<file path="src/rtl/spi_frame_decoder.sv">
// SPI command frame decoder for the inverter control port.
// Frames are HEADER, CMD, DATA, CSUM. Writes update the control registers
// and reads return a register (or live status) on the next SPI transfer.
// tx_byte carries the response for the byte the master shifts next.
module spi_frame_decoder #(
    parameter logic [7:0]  HEADER  = 8'hA5,
    parameter logic [15:0] TIMEOUT = 16'd50000
) (
    input  logic       clk,
    input  logic       rst,
    input  logic [7:0] rx_byte,
    input  logic       rx_valid,
    input  logic [7:0] status_in,
    output logic [7:0] tx_byte,
    output logic [7:0] ctrl_reg,
    output logic [7:0] duty_reg,
    output logic [7:0] freq_reg,
    output logic       frame_ok,
    output logic       frame_err
);

    typedef enum logic [1:0] {
        IDLE = 2'd0,
        CMD  = 2'd1,
        DATA = 2'd2,
        CSUM = 2'd3
    } state_t;

    localparam logic [7:0] RESP_ACK = 8'h01;
    localparam logic [7:0] RESP_NAK = 8'hEE;

    state_t      state;
    logic        rx_valid_p0;
    logic        strb_p1;
    logic [7:0]  byte_p1;
    logic [7:0]  csum_acc;
    logic [7:0]  cmd_byte;
    logic [7:0]  data_byte;
    logic [15:0] tmo_cnt;

    // Running checksum: 8-bit add that wraps on overflow.
    function automatic logic [7:0] csum_add(input logic [7:0] acc, input logic [7:0] b);
        csum_add = acc + b;
    endfunction

    // Read-back mux; address 3 is the live status input.
    function automatic logic [7:0] read_data(input logic [1:0] addr,
                                             input logic [7:0] c,
                                             input logic [7:0] d,
                                             input logic [7:0] f,
                                             input logic [7:0] s);
        case (addr)
            2'd0:    read_data = c;
            2'd1:    read_data = d;
            2'd2:    read_data = f;
            default: read_data = s;
        endcase
    endfunction

    // Stage p0 -> p1: rising-edge detect on rx_valid, byte captured with the strobe.
    always_ff @(posedge clk or negedge rst) begin
        if (!rst) begin
            rx_valid_p0 <= 1'b0;
            strb_p1     <= 1'b0;
            byte_p1     <= 8'h00;
        end else begin
            rx_valid_p0 <= rx_valid;
            strb_p1     <= rx_valid & ~rx_valid_p0;
            byte_p1     <= rx_byte;
        end
    end

    // Stage p1 -> outputs: frame FSM, checksum, timeout and registered responses.
    always_ff @(posedge clk or negedge rst) begin
        if (!rst) begin
            state     <= IDLE;
            tx_byte   <= 8'h00;
            ctrl_reg  <= 8'h00;
            duty_reg  <= 8'h00;
            freq_reg  <= 8'h00;
            frame_ok  <= 1'b0;
            frame_err <= 1'b0;
            csum_acc  <= 8'h00;
            cmd_byte  <= 8'h00;
            data_byte <= 8'h00;
            tmo_cnt   <= 16'd0;
        end else begin
            frame_ok  <= 1'b0;
            frame_err <= 1'b0;
            if (strb_p1) begin
                // A strobe always wins over a coincident timeout.
                tmo_cnt <= 16'd0;
                case (state)
                    IDLE: begin
                        if (byte_p1 == HEADER) begin
                            state    <= CMD;
                            csum_acc <= byte_p1;
                            tx_byte  <= 8'h00;
                        end
                    end
                    CMD: begin
                        state    <= DATA;
                        csum_acc <= csum_add(csum_acc, byte_p1);
                        cmd_byte <= byte_p1;
                        tx_byte  <= byte_p1[7] ?
                                    read_data(byte_p1[1:0], ctrl_reg, duty_reg, freq_reg, status_in) :
                                    8'h00;
                    end
                    DATA: begin
                        state     <= CSUM;
                        csum_acc  <= csum_add(csum_acc, byte_p1);
                        data_byte <= byte_p1;
                        tx_byte   <= 8'h00;
                    end
                    default: begin
                        state <= IDLE;
                        // Status (address 3) is read-only; writing it is a frame error.
                        if ((csum_acc == byte_p1) && (cmd_byte[7] || (cmd_byte[1:0] != 2'd3))) begin
                            frame_ok <= 1'b1;
                            tx_byte  <= RESP_ACK;
                            if (!cmd_byte[7]) begin
                                case (cmd_byte[1:0])
                                    2'd0:    ctrl_reg <= data_byte;
                                    2'd1:    duty_reg <= data_byte;
                                    2'd2:    freq_reg <= data_byte;
                                    default: ;
                                endcase
                            end
                        end else begin
                            frame_err <= 1'b1;
                            tx_byte   <= RESP_NAK;
                        end
                    end
                endcase
            end else if (state == IDLE) begin
                tmo_cnt <= 16'd0;
            end else if (tmo_cnt == TIMEOUT) begin
                state     <= IDLE;
                frame_err <= 1'b1;
                tx_byte   <= 8'h00;
                tmo_cnt   <= 16'd0;
            end else begin
                tmo_cnt <= tmo_cnt + 16'd1;
            end
        end
    end

endmodule

</file>
<file path="config.mk">
export PLATFORM = sky130hd
export DESIGN_NAME = spi_frame_decoder
export DESIGN_NICKNAME = d
export VERILOG_FILES = /design/src/rtl/spi_frame_decoder.sv
export SDC_FILE = /design/constraint.sdc
export NUM_CORES = 1
export LEC_CHECK = 0
export ABC_CLOCK_PERIOD_IN_PS = 2900
export BUFFER_PORTS_ARGS = -buffer_cell sky130_fd_sc_hd__buf_2
export CORE_MARGIN = 2
export CORE_UTILIZATION = 30
export CTS_BUF_LIST = sky130_fd_sc_hd__clkbuf_4
export CTS_CLUSTER_DIAMETER = 80
export DETAILED_ROUTE_END_ITERATION = 7
export HOLD_SLACK_MARGIN = 0.03
export SYNTH_ARGS = -nofsm -noshare
export SYNTH_HDL_FRONTEND = slang
export SYNTH_SLANG_ARGS = --single-unit
</file>
<file path="constraint.sdc">
create_clock -name clk -period 2.9 [get_ports clk]
set_input_delay 0.435 -clock clk [delete_from_list [all_inputs] [get_ports clk]]
set_output_delay 0.435 -clock clk [all_outputs]
set_load 0.005 [all_outputs]
</file>
; ---- After elaboration in Yosys (flattened, before gate mapping)
; Cells that the tools add are included.
[totals]
reg_bits = 86
latch_bits = 0
mem_bits_rw = 0
rom_bits = 0
output_inout_bits = 34
word_cells = 74
mem_count = 0
[op_classes]
n_addsub = 2
n_mul = 0
div_mod_pow = 0
magnitude_cmp = 0
n_eq_ne = 12
shift = 0
n_mux = 26
bitwise = 4
reduce_logical = 16
[ops]
columns = operator, n
row1 = 2-to-1 mux 8 bit, 7
row2 = 2-to-1 mux 16 bit, 3
row3 = case mux 8 bit (3 select lines), 2
row4 = adder 16 x 1 -> 16 bit (second input constant), 1
row5 = == test 16 bit (second input constant), 1
row6 = case mux 8 bit (2 select lines), 1
row7 = AND reduction 5 bit, 3
row8 = adder 8 bit, 1
row9 = == test 8 bit, 1
row10 = == test 8 bit (second input constant), 1
row11 = 2-to-1 mux 1 bit, 8
row12 = 2-to-1 mux 2 bit, 4
row13 = == test 2 x 1 -> 1 bit (second input constant), 3
row14 = == test 2 bit (second input constant), 3
row15 = logical NOT 2 bit, 3
row16 = != test 2 bit (second input constant), 3
row17 = case mux 2 bit (3 select lines), 1
row18 = AND reduction 3 bit, 2
row19 = AND reduction 2 bit, 2
row20 = nonzero test 2 bit, 2
row21 = inverter 1 bit, 3
row22 = OR reduction 3 bit, 1
row23 = OR reduction 2 bit, 1
row24 = bitwise AND 1 bit, 1
row25 = 2 further kinds, 2

; ---- Logic depth before layout (Yosys ltp)
[depth]
ltp_word = 6
mapped_depth = 8

; ---- Worst setup path before layout
; OpenSTA, ideal clock, no wires.
[synth_path]
path_kind = register to register
from = register byte_p1[6]
to = register freq_reg[0]
setup_ps = 125
arrival_ps = 1997
required_ps = 2775
slack_ps = 778
stages_incl_launch_ff = 7
n_path_buf = 0
period_less_slack_ps = 2122
cell_sequence = dfrtp_1 -> ha_1 -> nor4_1 -> nand4_1 -> nor4_4 -> nand3b_2 -> mux2_2
[synth_via]
elab_chain_len = 3
[synth_lines]
columns = item, line
row1 = start: declaration, 35  ; logic [7:0] byte_p1;
row2 = start signal: assignment, 69  ; byte_p1 <= rx_byte;
row3 = == test 8 bit, 118  ; if ((csum_acc == byte_p1) && (cmd_byte[7] || (cmd_byte[1:0] != 2'd3))) begin
row4 = logical AND 1 bit, 118
row5 = AND reduction 5 bit (no source line), n/a
row6 = end signal: assignment, 125  ; 2'd2: freq_reg <= data_byte;
row7 = end: declaration, 17  ; output logic [7:0] freq_reg,
; Every way passes these cells.
; A chain may end at the register's enable or synchronous reset.

; ---- Worst setup path in the final report
[layout_path]
from = register byte_p1[6]
to = register duty_reg[7]
[layout_via]
elab_chain_len = 3
[layout_lines]
columns = item, line
row1 = == test 8 bit, 118
row2 = logical AND 1 bit, 118
row3 = AND reduction 5 bit (no source line), n/a
row4 = end signal: assignment, 124  ; 2'd1: duty_reg <= data_byte;
row5 = end: declaration, 16  ; output logic [7:0] duty_reg,
; Every way passes these cells.

==> reports/qor.txt <==
OUTCOME
--------------------------------------------------------------------------------------------------------
Run status                                                                                  finished clean

GLOBAL ROUTE
--------------------------------------------------------------------------------------------------------
Total GRT Usage                                                                                    12.9%
Vias in the first global route                                                                      2782
Largest net degree at the start of global routing                                                     82
Antenna violations before repair                                                                       1
Overflow left after global routing                                                                     0
Global-route wire length before repair                                                          14400 µm

DIE
--------------------------------------------------------------------------------------------------------
Vert. Die Dim                                                                                     118 µm
I/O Pins                                                                                              53
Rows                                                                                                  41
Horizontal extent of the die                                                                      118 µm
Core area                                                                                     0.0127 mm²
Total die area                                                                                0.0139 mm²
Initial standard-cell utilization of the core                                                      30.8%

FINAL LAYOUT
--------------------------------------------------------------------------------------------------------
Layout overhead on the synthesized area                                                            15.1%
Number of standard cells in the final layout excluding fillers                                       565
Proportion of layout cells with a drive suffix above 1                                             29.6%
Max reg flops                                                                                         16
Area of all sequential standard cells                                                        0.00203 mm²
Core occupancy in the finished layout                                                              35.4%
Final nets                                                                                           420
Final-layout fill cell count                                                                        1300
Most flops, register                                                                             tmo_cnt
Multi-input gate area in the final layout                                                    0.00178 mm²

POWER
--------------------------------------------------------------------------------------------------------
Proportion of power drawn by the clock network                                                     21.2%
Power per cell area                                                                           721 mW/mm²
Switching Power                                                                                  1.16 mW
Combinational share of power                                                                       31.5%
Switch share                                                                                       35.9%
Internal cell power                                                                              2.07 mW
Total power of the final layout                                                                  3.24 mW
Max rail drop VDD                                                                               0.301 mV
Pleak                                                                                            2.19 nW
Reg power frac                                                                                     47.3%

TIMING
--------------------------------------------------------------------------------------------------------
Period Utilization, post-route                                                                     86.1%
Endpoints failing setup                                                                                0
Maximum operating frequency                                                                    0.400 GHz
Minimum clock period                                                                             2.50 ns
Unrepaired setup endpoints after global routing                                                    false
Setup TNS                                                                                           0 ns
Number of hold-slack violations in the final timing report                                             0
Clock skew after layout                                                                        0.0249 ns
Number of slew-limit violations in the final report                                                    0
Worst hold margin                                                                              0.0811 ns
Tightest Pin Transition                                                                          1.00 ns
Max-slew headroom                                                                                  33.2%

CTS
--------------------------------------------------------------------------------------------------------
Clock insertion delay at the later pin of the skew report                                        0.45 ns
CTS Buffer Depth                                                                                       2
Number of hold buffers added after cts                                                                 0
CTS Root Cell                                                                               sky130_fd_sc_hd__clkbuf_4
CTS H-tree lvls                                                                                        3
Number of gates resized after cts                                                                      0
TritonCTS clock tree                                                                                done
Clock tree sinks                                                                                      81
Post-CTS clock slew at the launch and capture registers of the worst setup and hold paths        0.14 ns
Setup Fix Bufs, Post-CTS                                                                               0
Number of clock buffers inserted by TritonCTS                                                          9

SETUP PATH
--------------------------------------------------------------------------------------------------------
Critical path fanouts, max                                                                             8
Crit path kind                                                                              flop to flop
Nature of the critical path endpoint                                                                flop
Arrival time of the worst setup path                                                             2.84 ns
Critical Path RT                                                                                 3.24 ns
Crit start category                                                                                 flop

SYNTHESIS
--------------------------------------------------------------------------------------------------------
Synthesized area divided by synthesized cell count                                              11.8 µm²
Number of enable-type register cells in the synthesized netlist                                        0
Yosys warns                                                                                            0
Distinct cells, synth                                                                                 47
Syn nets                                                                                             364
Sequential cell area fraction in the yosys report                                                  51.9%
Total of flip-flops plus latches after synthesis                                                      81
Synthesized cell area                                                                        0.00390 mm²
Cell count after synthesis                                                                           331
Top flip-flop cell by instance count after synthesis                                        sky130_fd_sc_hd__dfrtp_1
Async S/R FF share, synth                                                                           100%

FLOW RUN
--------------------------------------------------------------------------------------------------------
Number of max-cap violations                                                                           0

DRT
--------------------------------------------------------------------------------------------------------
DR pass1 iterations                                                                                    4
Highest metal layer with signal wires                                                               met4
Met3 wire len                                                                                     340 µm
1st-iter DRT viols                                                                                   109
Average via count per standard cell                                                                 4.86
ANT nets after route                                                                                   0
WL per Instance                                                                                  15.1 µm
Count of vias placed by the detailed router                                                         2744
Drc violations                                                                                         0
Routed wire length                                                                               8510 µm
Routed met2 length                                                                               4030 µm
WL met1                                                                                          4040 µm

PLACE
--------------------------------------------------------------------------------------------------------
Port bufs                                                                                             52
Post-detail-place hpwl                                                                           6150 µm
Final weighted congestion of routability-driven global placement                                   0.832
Count of placed standard cells including taps                                                        548

HOLD PATH
--------------------------------------------------------------------------------------------------------
Classification of the worst-slack hold path                                                 primary input to flop

-- Yosys cell counts (3+ instances only) --
library cell,count,area (µm²)
sky130_fd_sc_hd__nand4_1,3,18.8
sky130_fd_sc_hd__a21oi_1,8,40.0
sky130_fd_sc_hd__mux4_2,8,180
sky130_fd_sc_hd__nand2_1,28,105
sky130_fd_sc_hd__o211ai_1,3,22.5
sky130_fd_sc_hd__nor3_1,5,25.0
sky130_fd_sc_hd__dfrtp_1,81,2030
sky130_fd_sc_hd__o21ai_0,16,80.1
sky130_fd_sc_hd__nor2_1,28,105
sky130_fd_sc_hd__inv_1,11,41.3
sky130_fd_sc_hd__and3_1,6,37.5
sky130_fd_sc_hd__xor2_1,8,70.1
sky130_fd_sc_hd__ha_1,13,163
sky130_fd_sc_hd__nand3_1,15,75.1
sky130_fd_sc_hd__a21o_1,3,22.5
sky130_fd_sc_hd__or3_1,3,18.8
sky130_fd_sc_hd__a22o_1,8,70.1
sky130_fd_sc_hd__mux2_2,33,372
sky130_fd_sc_hd__mux2i_1,8,80.1
sky130_fd_sc_hd__clkbuf_1,3,11.3
sky130_fd_sc_hd__xnor2_1,7,61.3
-- cell families after synthesis --
| logic type | count (synthesis) | share of synthesized area [%] |
|---|---|---|
| AOI/OAI and AO/OA | 46 | 7.66 |
| xor gates and xnor gates | 15 | 3.37 |
| adders and majority gates | 14 | 4.68 |
| buffers and inverters | 20 | 2.34 |
| DFF | 81 | 51.9 |
| muxes | 49 | 16.2 |
| and+or+nand+nor | 106 | 13.8 |
-- power groups by stage --
stage / logic (mW) / registers, mW / clock network, mW
2_1_floorplan: 0.782 / 1.49 / 0
3_3_place_gp: 0.996 / 1.55 / 0
3_5_place_dp: 1.02 / 1.55 / 0
4_1_cts: 1.03 / 1.53 / 0.711
5_1_grt: 1.17 / 1.56 / 0.755
6_report: 1.02 / 1.53 / 0.687
-- final timing paths --
path                       cells past startpoint     endpoint         from  slack, ns
setup / recovery                               6  duty_reg[7]   byte_p1[6]       0.40
hold / removal                                 1   byte_p1[2]   rx_byte[2]       0.08
setup reg to reg                               6  duty_reg[7]   byte_p1[6]       0.40
hold reg to reg                                1      strb_p1  rx_valid_p0       0.41
max in group asynchronous                      1   byte_p1[3]          rst       2.11
min in group asynchronous                      1   tx_byte[7]          rst       0.15
-- worst max-delay path, stage by stage (launching register included) --
cell and delay, ns:
sky130_fd_sc_hd__dfrtp_1 0.43, sky130_fd_sc_hd__ha_1 0.37, sky130_fd_sc_hd__nor4_1 0.37, sky130_fd_sc_hd__nand4_1 0.28, sky130_fd_sc_hd__nor4_4 0.31, sky130_fd_sc_hd__nand3b_2 0.27
sky130_fd_sc_hd__mux2_2 0.35
-- per-stage QoR --
stage               cell area (µm²)  setup WS [ns]
floorplan                      3900          0.778
global placement               4350          0.486
detailed placement             4350          0.425
CTS                            4490          0.390
global route                   4490          0.268
finish                         4490          0.403
-- area by class of cell --
class	instances	share of cell area, %
sequential	81	45.1
multi-input combinational	230	39.7
timing repair buffer	54	6.18
tap	172	4.79
clock buffer	10	1.67
clock inverter	6	1.53
inverter	11	0.919
antenna	1	0.0557
-- layout by cell type, fill, tap and decap left out, types with 10 or more instances in the layout --
| master | netlist | layout |
|---|---|---|
| sky130_fd_sc_hd__buf_2 | 1 | 51 |
| sky130_fd_sc_hd__dfrtp_1 | 81 | 81 |
| sky130_fd_sc_hd__ha_1 | 13 | 13 |
| sky130_fd_sc_hd__inv_1 | 11 | 11 |
| sky130_fd_sc_hd__nor2_1 | 28 | 28 |
| sky130_fd_sc_hd__nand2_1 | 28 | 28 |
| sky130_fd_sc_hd__clkbuf_4 | 0 | 10 |
| sky130_fd_sc_hd__o21ai_0 | 16 | 16 |
| sky130_fd_sc_hd__mux2_2 | 33 | 33 |
| sky130_fd_sc_hd__nand3_1 | 15 | 15 |
-- metal layers --
| layer | GRT usage, % | up-vias |
|---|---|---|
| met5 | 0 | - |
| met4 | 3.31 | 0 |
| met3 | 3.44 | 12 |
| met2 | 20.1 | 54 |
| met1 | 17.9 | 1385 |
| li1 | - | 1293 |
Power figures use the tool's default switching activity.
